File: src/rtl/cpu_pkg.sv
// Shared constants and types for the pipeline hazard / forwarding control.
//   FWD_*          : 2-bit ALU operand-mux select codes
//   REG_ZERO       : architectural zero register, never forwarded
//   stage_meta_t   : EX-stage destination metadata {dest, regwrite, memread}
//   dest_meta_t    : MEM/WB destination metadata {dest, regwrite}
package cpu_pkg;
  localparam int CPU_REG_ADDR_W = 5;

  localparam logic [1:0] FWD_IDEX = 2'b00;
  localparam logic [1:0] FWD_WB   = 2'b01;
  localparam logic [1:0] FWD_MEM  = 2'b10;

  localparam logic [CPU_REG_ADDR_W-1:0] REG_ZERO = '0;

  typedef struct packed {
    logic [CPU_REG_ADDR_W-1:0] dest;
    logic                      regwrite;
    logic                      memread;
  } stage_meta_t;

  // Past EX nothing needs the load flag any more.
  typedef struct packed {
    logic [CPU_REG_ADDR_W-1:0] dest;
    logic                      regwrite;
  } dest_meta_t;
endpackage

File: src/rtl/fwd_select.sv
// Forward-select comparator for one ALU operand.
//   i_src          : source register of the instruction in EX
//   i_mem_dest/rw  : destination metadata of the MEM-stage instruction
//   i_wb_dest/rw   : destination metadata of the WB-stage instruction
//   o_sel          : FWD_MEM / FWD_WB / FWD_IDEX
// The younger producer (MEM) wins over WB; register zero never matches.
module fwd_select
  import cpu_pkg::*;
#(
  parameter int REG_ADDR_W = CPU_REG_ADDR_W
) (
  input  logic [REG_ADDR_W-1:0] i_src,
  input  logic [REG_ADDR_W-1:0] i_mem_dest,
  input  logic                  i_mem_regwrite,
  input  logic [REG_ADDR_W-1:0] i_wb_dest,
  input  logic                  i_wb_regwrite,
  output logic [1:0]            o_sel
);
  logic w_mem_hit;
  logic w_wb_hit;

  assign w_mem_hit = i_mem_regwrite && (i_mem_dest != '0) && (i_mem_dest == i_src);
  assign w_wb_hit  = i_wb_regwrite  && (i_wb_dest  != '0) && (i_wb_dest  == i_src);

  always_comb begin
    o_sel = FWD_IDEX;
    if (w_mem_hit)     o_sel = FWD_MEM;
    else if (w_wb_hit) o_sel = FWD_WB;
  end
endmodule

File: src/rtl/hazard_forward_unit.sv
// Hazard detection and forwarding control for the 5-stage pipeline.
// Keeps a shadow copy of destination metadata for EX/MEM/WB, derives the
// operand-forwarding selects, detects load-use hazards and counts stall cycles.
//   Clk, Reset            : clock, synchronous active-high reset
//   ID_Rs/ID_Rt/ID_Dest   : register fields of the decode instruction
//   ID_RegWrite/MemRead   : decode instruction writes a register / is a load
//   ID_UsesRt             : decode instruction reads rt
//   Flush                 : branch taken, decode instruction is squashed
//   MemBusy               : data memory not ready, whole pipe frozen
//   forwardA/forwardB     : ALU operand selects
//   Stall                 : load-use stall
//   PCWrite/IFIDWrite     : front-end update enables
//   StallCount            : saturating count of Stall|MemBusy cycles
module hazard_forward_unit
  import cpu_pkg::*;
#(
  parameter int REG_ADDR_W  = CPU_REG_ADDR_W,
  parameter int STALL_CNT_W = 16
) (
  input  logic                   Clk,
  input  logic                   Reset,
  input  logic [REG_ADDR_W-1:0]  ID_Rs,
  input  logic [REG_ADDR_W-1:0]  ID_Rt,
  input  logic [REG_ADDR_W-1:0]  ID_Dest,
  input  logic                   ID_RegWrite,
  input  logic                   ID_MemRead,
  input  logic                   ID_UsesRt,
  input  logic                   Flush,
  input  logic                   MemBusy,
  output logic [1:0]             forwardA,
  output logic [1:0]             forwardB,
  output logic                   Stall,
  output logic                   PCWrite,
  output logic                   IFIDWrite,
  output logic [STALL_CNT_W-1:0] StallCount
);
  logic [REG_ADDR_W-1:0]  r_ex_rs;
  logic [REG_ADDR_W-1:0]  r_ex_rt;
  stage_meta_t            r_ex;
  dest_meta_t             r_mem;
  dest_meta_t             r_wb;
  logic [STALL_CNT_W-1:0] r_stall_cnt;

  logic w_stall;
  logic w_bubble;
  logic w_hold;

  // Load in EX whose result the decode instruction needs next cycle.
  assign w_stall = r_ex.memread && r_ex.regwrite && (r_ex.dest != REG_ZERO) &&
                   ((r_ex.dest == ID_Rs) || (ID_UsesRt && (r_ex.dest == ID_Rt)));

  // Stall and Flush together still produce a single bubble.
  assign w_bubble = w_stall || Flush;
  assign w_hold   = w_stall || MemBusy;

  always_ff @(posedge Clk) begin
    if (Reset) begin
      r_ex_rs <= '0;
      r_ex_rt <= '0;
      r_ex    <= '0;
      r_mem   <= '0;
      r_wb    <= '0;
    end else if (!MemBusy) begin
      r_wb           <= r_mem;
      r_mem.dest     <= r_ex.dest;
      r_mem.regwrite <= r_ex.regwrite;
      if (w_bubble) begin
        r_ex_rs <= '0;
        r_ex_rt <= '0;
        r_ex    <= '0;
      end else begin
        r_ex_rs       <= ID_Rs;
        r_ex_rt       <= ID_Rt;
        r_ex.dest     <= ID_Dest;
        r_ex.regwrite <= ID_RegWrite;
        r_ex.memread  <= ID_MemRead;
      end
    end
  end

  always_ff @(posedge Clk) begin
    if (Reset)
      r_stall_cnt <= '0;
    else if (w_hold && !(&r_stall_cnt))
      r_stall_cnt <= r_stall_cnt + 1'b1;
  end

  fwd_select #(.REG_ADDR_W(REG_ADDR_W)) u_fwd_a (
    .i_src          (r_ex_rs),
    .i_mem_dest     (r_mem.dest),
    .i_mem_regwrite (r_mem.regwrite),
    .i_wb_dest      (r_wb.dest),
    .i_wb_regwrite  (r_wb.regwrite),
    .o_sel          (forwardA)
  );

  fwd_select #(.REG_ADDR_W(REG_ADDR_W)) u_fwd_b (
    .i_src          (r_ex_rt),
    .i_mem_dest     (r_mem.dest),
    .i_mem_regwrite (r_mem.regwrite),
    .i_wb_dest      (r_wb.dest),
    .i_wb_regwrite  (r_wb.regwrite),
    .o_sel          (forwardB)
  );

  assign Stall      = w_stall;
  assign PCWrite    = ~w_hold;
  assign IFIDWrite  = ~w_hold;
  assign StallCount = r_stall_cnt;
endmodule

File: config.mk
export PLATFORM = sky130hd
export DESIGN_NAME = hazard_forward_unit
export DESIGN_NICKNAME = d
export VERILOG_FILES = /design/src/rtl/cpu_pkg.sv /design/src/rtl/fwd_select.sv /design/src/rtl/hazard_forward_unit.sv
export SDC_FILE = /design/constraint.sdc
export NUM_CORES = 1
export LEC_CHECK = 0
export CAP_MARGIN = 20
export CELL_PAD_IN_SITES_DETAIL_PLACEMENT = 1
export CELL_PAD_IN_SITES_GLOBAL_PLACEMENT = 1
export CORE_MARGIN = 2
export CORE_UTILIZATION = 42
export DETAILED_ROUTE_END_ITERATION = 16
export PLACE_DENSITY = 0.95
export SYNTH_ARGS = -nofsm -noshare
export SYNTH_HDL_FRONTEND = slang
export SYNTH_SLANG_ARGS = --single-unit
File: constraint.sdc
create_clock -name Clk -period 5.1 [get_ports Clk]
set_input_delay 1.02 -clock Clk [delete_from_list [all_inputs] [get_ports Clk]]
set_output_delay 1.02 -clock Clk [all_outputs]
set_load 0.05 [all_outputs]
==> metrics <==
status complete, no violations; router iterations before antenna repair 4; Reg2Reg Capture Point StallCount[9]; Port Buffer Count 44; Root Driver clkbuf_8; CP Class input port to primary output; Hold EP StallCount[14]; max-slew violation total from the final report 0; worst setup path startpoint ID_Rs[1]; Die H 77.4 µm; Synth Cell Area 2260 µm²; worst hold start StallCount[14]; Post-CTS Setup Bufs 0; IO Pins 45; starting density of the core 0.440; largest net degree at the start of global routing 34; Hold Path Stages 2; post-cts hold buffer count 0; met3 wire length roughly 210 µm; post-place setup slack 880 ps; clk buf depth 2; Clock Sinks 45; CTS buffer count 5; layout cells sized above 1 0.0979; Core Rows 26; Mapped Avg Cell Area 9.28 µm²; Slew @ Worst Pin 781 ps; endpoints failing setup 0; Routed met2 length 3420 µm; critical path arrival 3210 ps; die area between 5000 and 6000 µm²; Fin. Hold Viols 0; TritonCTS clock tree built; largest area contributor in the netlist dfxtp_1; startpoint types input port; Tightest Hold Check Type flop to flop; GRT Residual Overflow 0; maximum capacitance violations 0; routed vias 1972; total nets after synthesis between 200 and 300; metal1 wirelength ~2600 µm; vias in the first global route 2117; CP Max Fanout 3; register area share after synthesis 0.398; clock transition at the registers of the reported paths around 80 ps; Setup crit end kind primary output; Avg WL per Cell 17.9 µm; most frequent cells in the layout 45 x dfxtp_1, 42 x nor2_1, 42 x clkdlybuf4s50_1; via/cell ratio 5.54; Synth area leaders dfxtp_1 40%, xor2_1 8.9%, nor2_1 7.0%; Core Area approximately 5000 µm²; Peak Freq about 0.24 GHz; fin worst setup slack 871 ps; Syn. warnings 0; Final nets 308; Synth Instances approximately 240; Synth cell types 42; RSZ-0062 raised after global routing false; Chip Width just under 80 µm; H-tree levels 2; post-layout util 0.564; #FFs+latches synth 45; DRT antenna net count 0; post-route clock period utilization 0.829; DRT iter0 DRCs 80; reg2reg start r_ex[2]; Reg2Reg Setup Slack 2720 ps; Highest Signal Layer met4; GRT Util Overall 0.222; Setup Skew between 10 and 15 ps; antenna diode count 0; dpl cells 347; crit path time final 4230 ps; PD cells 269 nW/µm²; Required @ worst endpoint about 4100 ps; placed wire-length estimate 4490 µm; initial antenna violation count 0; R2R cell count 6; Area Overhead vs Synth 28.0%; Final GP Congestion 0.860; Post-Layout Cell Count 356; Fin Setup TNS 0 ps; Worst-Skew Late Latency 300 ps; VDD IR-drop max 186 µV; CTS resizes 0; top-area cell type share of the netlist area 0.398; Leak Pwr 1.17 nW; commonest non-fill, non-tap cell in the layout dfxtp_1; Hold Slack around 480 ps; slew margin rel. 0.476; Routed WL 6380 µm; drt drc 0; first-pass GRT wire length 10500 µm
synthesized netlist by cell type (all sizes together):
library cell,n
dfxtp,45
nor2,42
xor2,23
a22oi,17
xnor2,14
mux2i,12
clkbuf,7
nand3,7
buf,6
nand2,6
nor4,6
a21oi,5
and3,5
nor3,5
nand4,4
nor2b,4
o21ai,4
or3,4
or4,4
mux2,3
a211oi,2
and2,2
inv,2
nor4b,2
o31ai,2
or2,2
a221oi,1
a22o,1
a31o,1
and4,1
ha,1
nand2b,1
nor3b,1
o22ai,1
o311a,1
report_power, final:
group | total [mW] | internal (mW) | switching, mW | leakage [nW]
Sequential | 0.370 | 0.359 | 0.0115 | 0.365
Combinational | 0.0897 | 0.0415 | 0.0481 | 0.736
Clock | 0.319 | 0.195 | 0.124 | 0.0681
Total | 0.779 | 0.595 | 0.184 | 1.17
stage by stage:
| stage | total power [mW] | instance area [µm²] |
|---|---|---|
| final | 0.779 | 2900 |
| after detailed placement | 0.464 | 2740 |
| after floorplan | 0.429 | 2260 |
| after global placement | 0.460 | 2740 |
| after global routing | 0.809 | 2900 |
| after CTS | 0.781 | 2870 |
cell families (layout without fill, tap and decap cells):
logic type | count (synthesis) | in the layout | share of synthesized area
AO/OA/AOI/OAI | 35 | 35 | 0.128
AND/OR/NAND/NOR | 96 | 96 | 0.223
flip-flops | 45 | 45 | 0.398
XOR/XNOR | 37 | 37 | 0.143
buffers and inverters | 15 | 57 | 0.0321
multiplexers | 15 | 15 | 0.0697
adder cells (fa/ha/maj) | 1 | 1 | 0.00553
state kept, by name (all words and copies together) (netlist names):
signal,cells
r_ex,7
StallCount,16
r_ex_rt,5
r_wb,6
r_mem,6
r_ex_rs,5
critical path, stage by stage:
cell             delay (ps)
clkdlybuf4s50_1         440
xor2_1                  150
nor3_1                  360
a22o_2                  290
and2_2                  150
clkdlybuf4s50_1         790
routing by layer:
layer  up-vias  track usage
li1        940            -
met1       981        0.249
met2        43        0.410
met3         8       0.0337
met4         0       0.0982
met5         -            0
worst max path at each step:
stage	endpoint	slack, ps	depth (start not counted)
2_1_floorplan	PCWrite	1210	5
3_3_place_gp	Stall	930	6
3_5_place_dp	Stall	880	6
4_1_cts	Stall	870	6
5_1_grt	Stall	770	6
6_report	Stall	870	6
final cells by class:
class                           instances  area (µm²)
Multi-Input combinational cell        184        1290
Clock buffer                            5        68.8
Timing Repair Buffer                   47         478
Inverter                                2        7.51
Sequential cell                        45         901
Fill cell                             618        2240
Tap cell                               70        87.6
Clock inverter                          3        65.1
(Power assumes the default switching activity.)
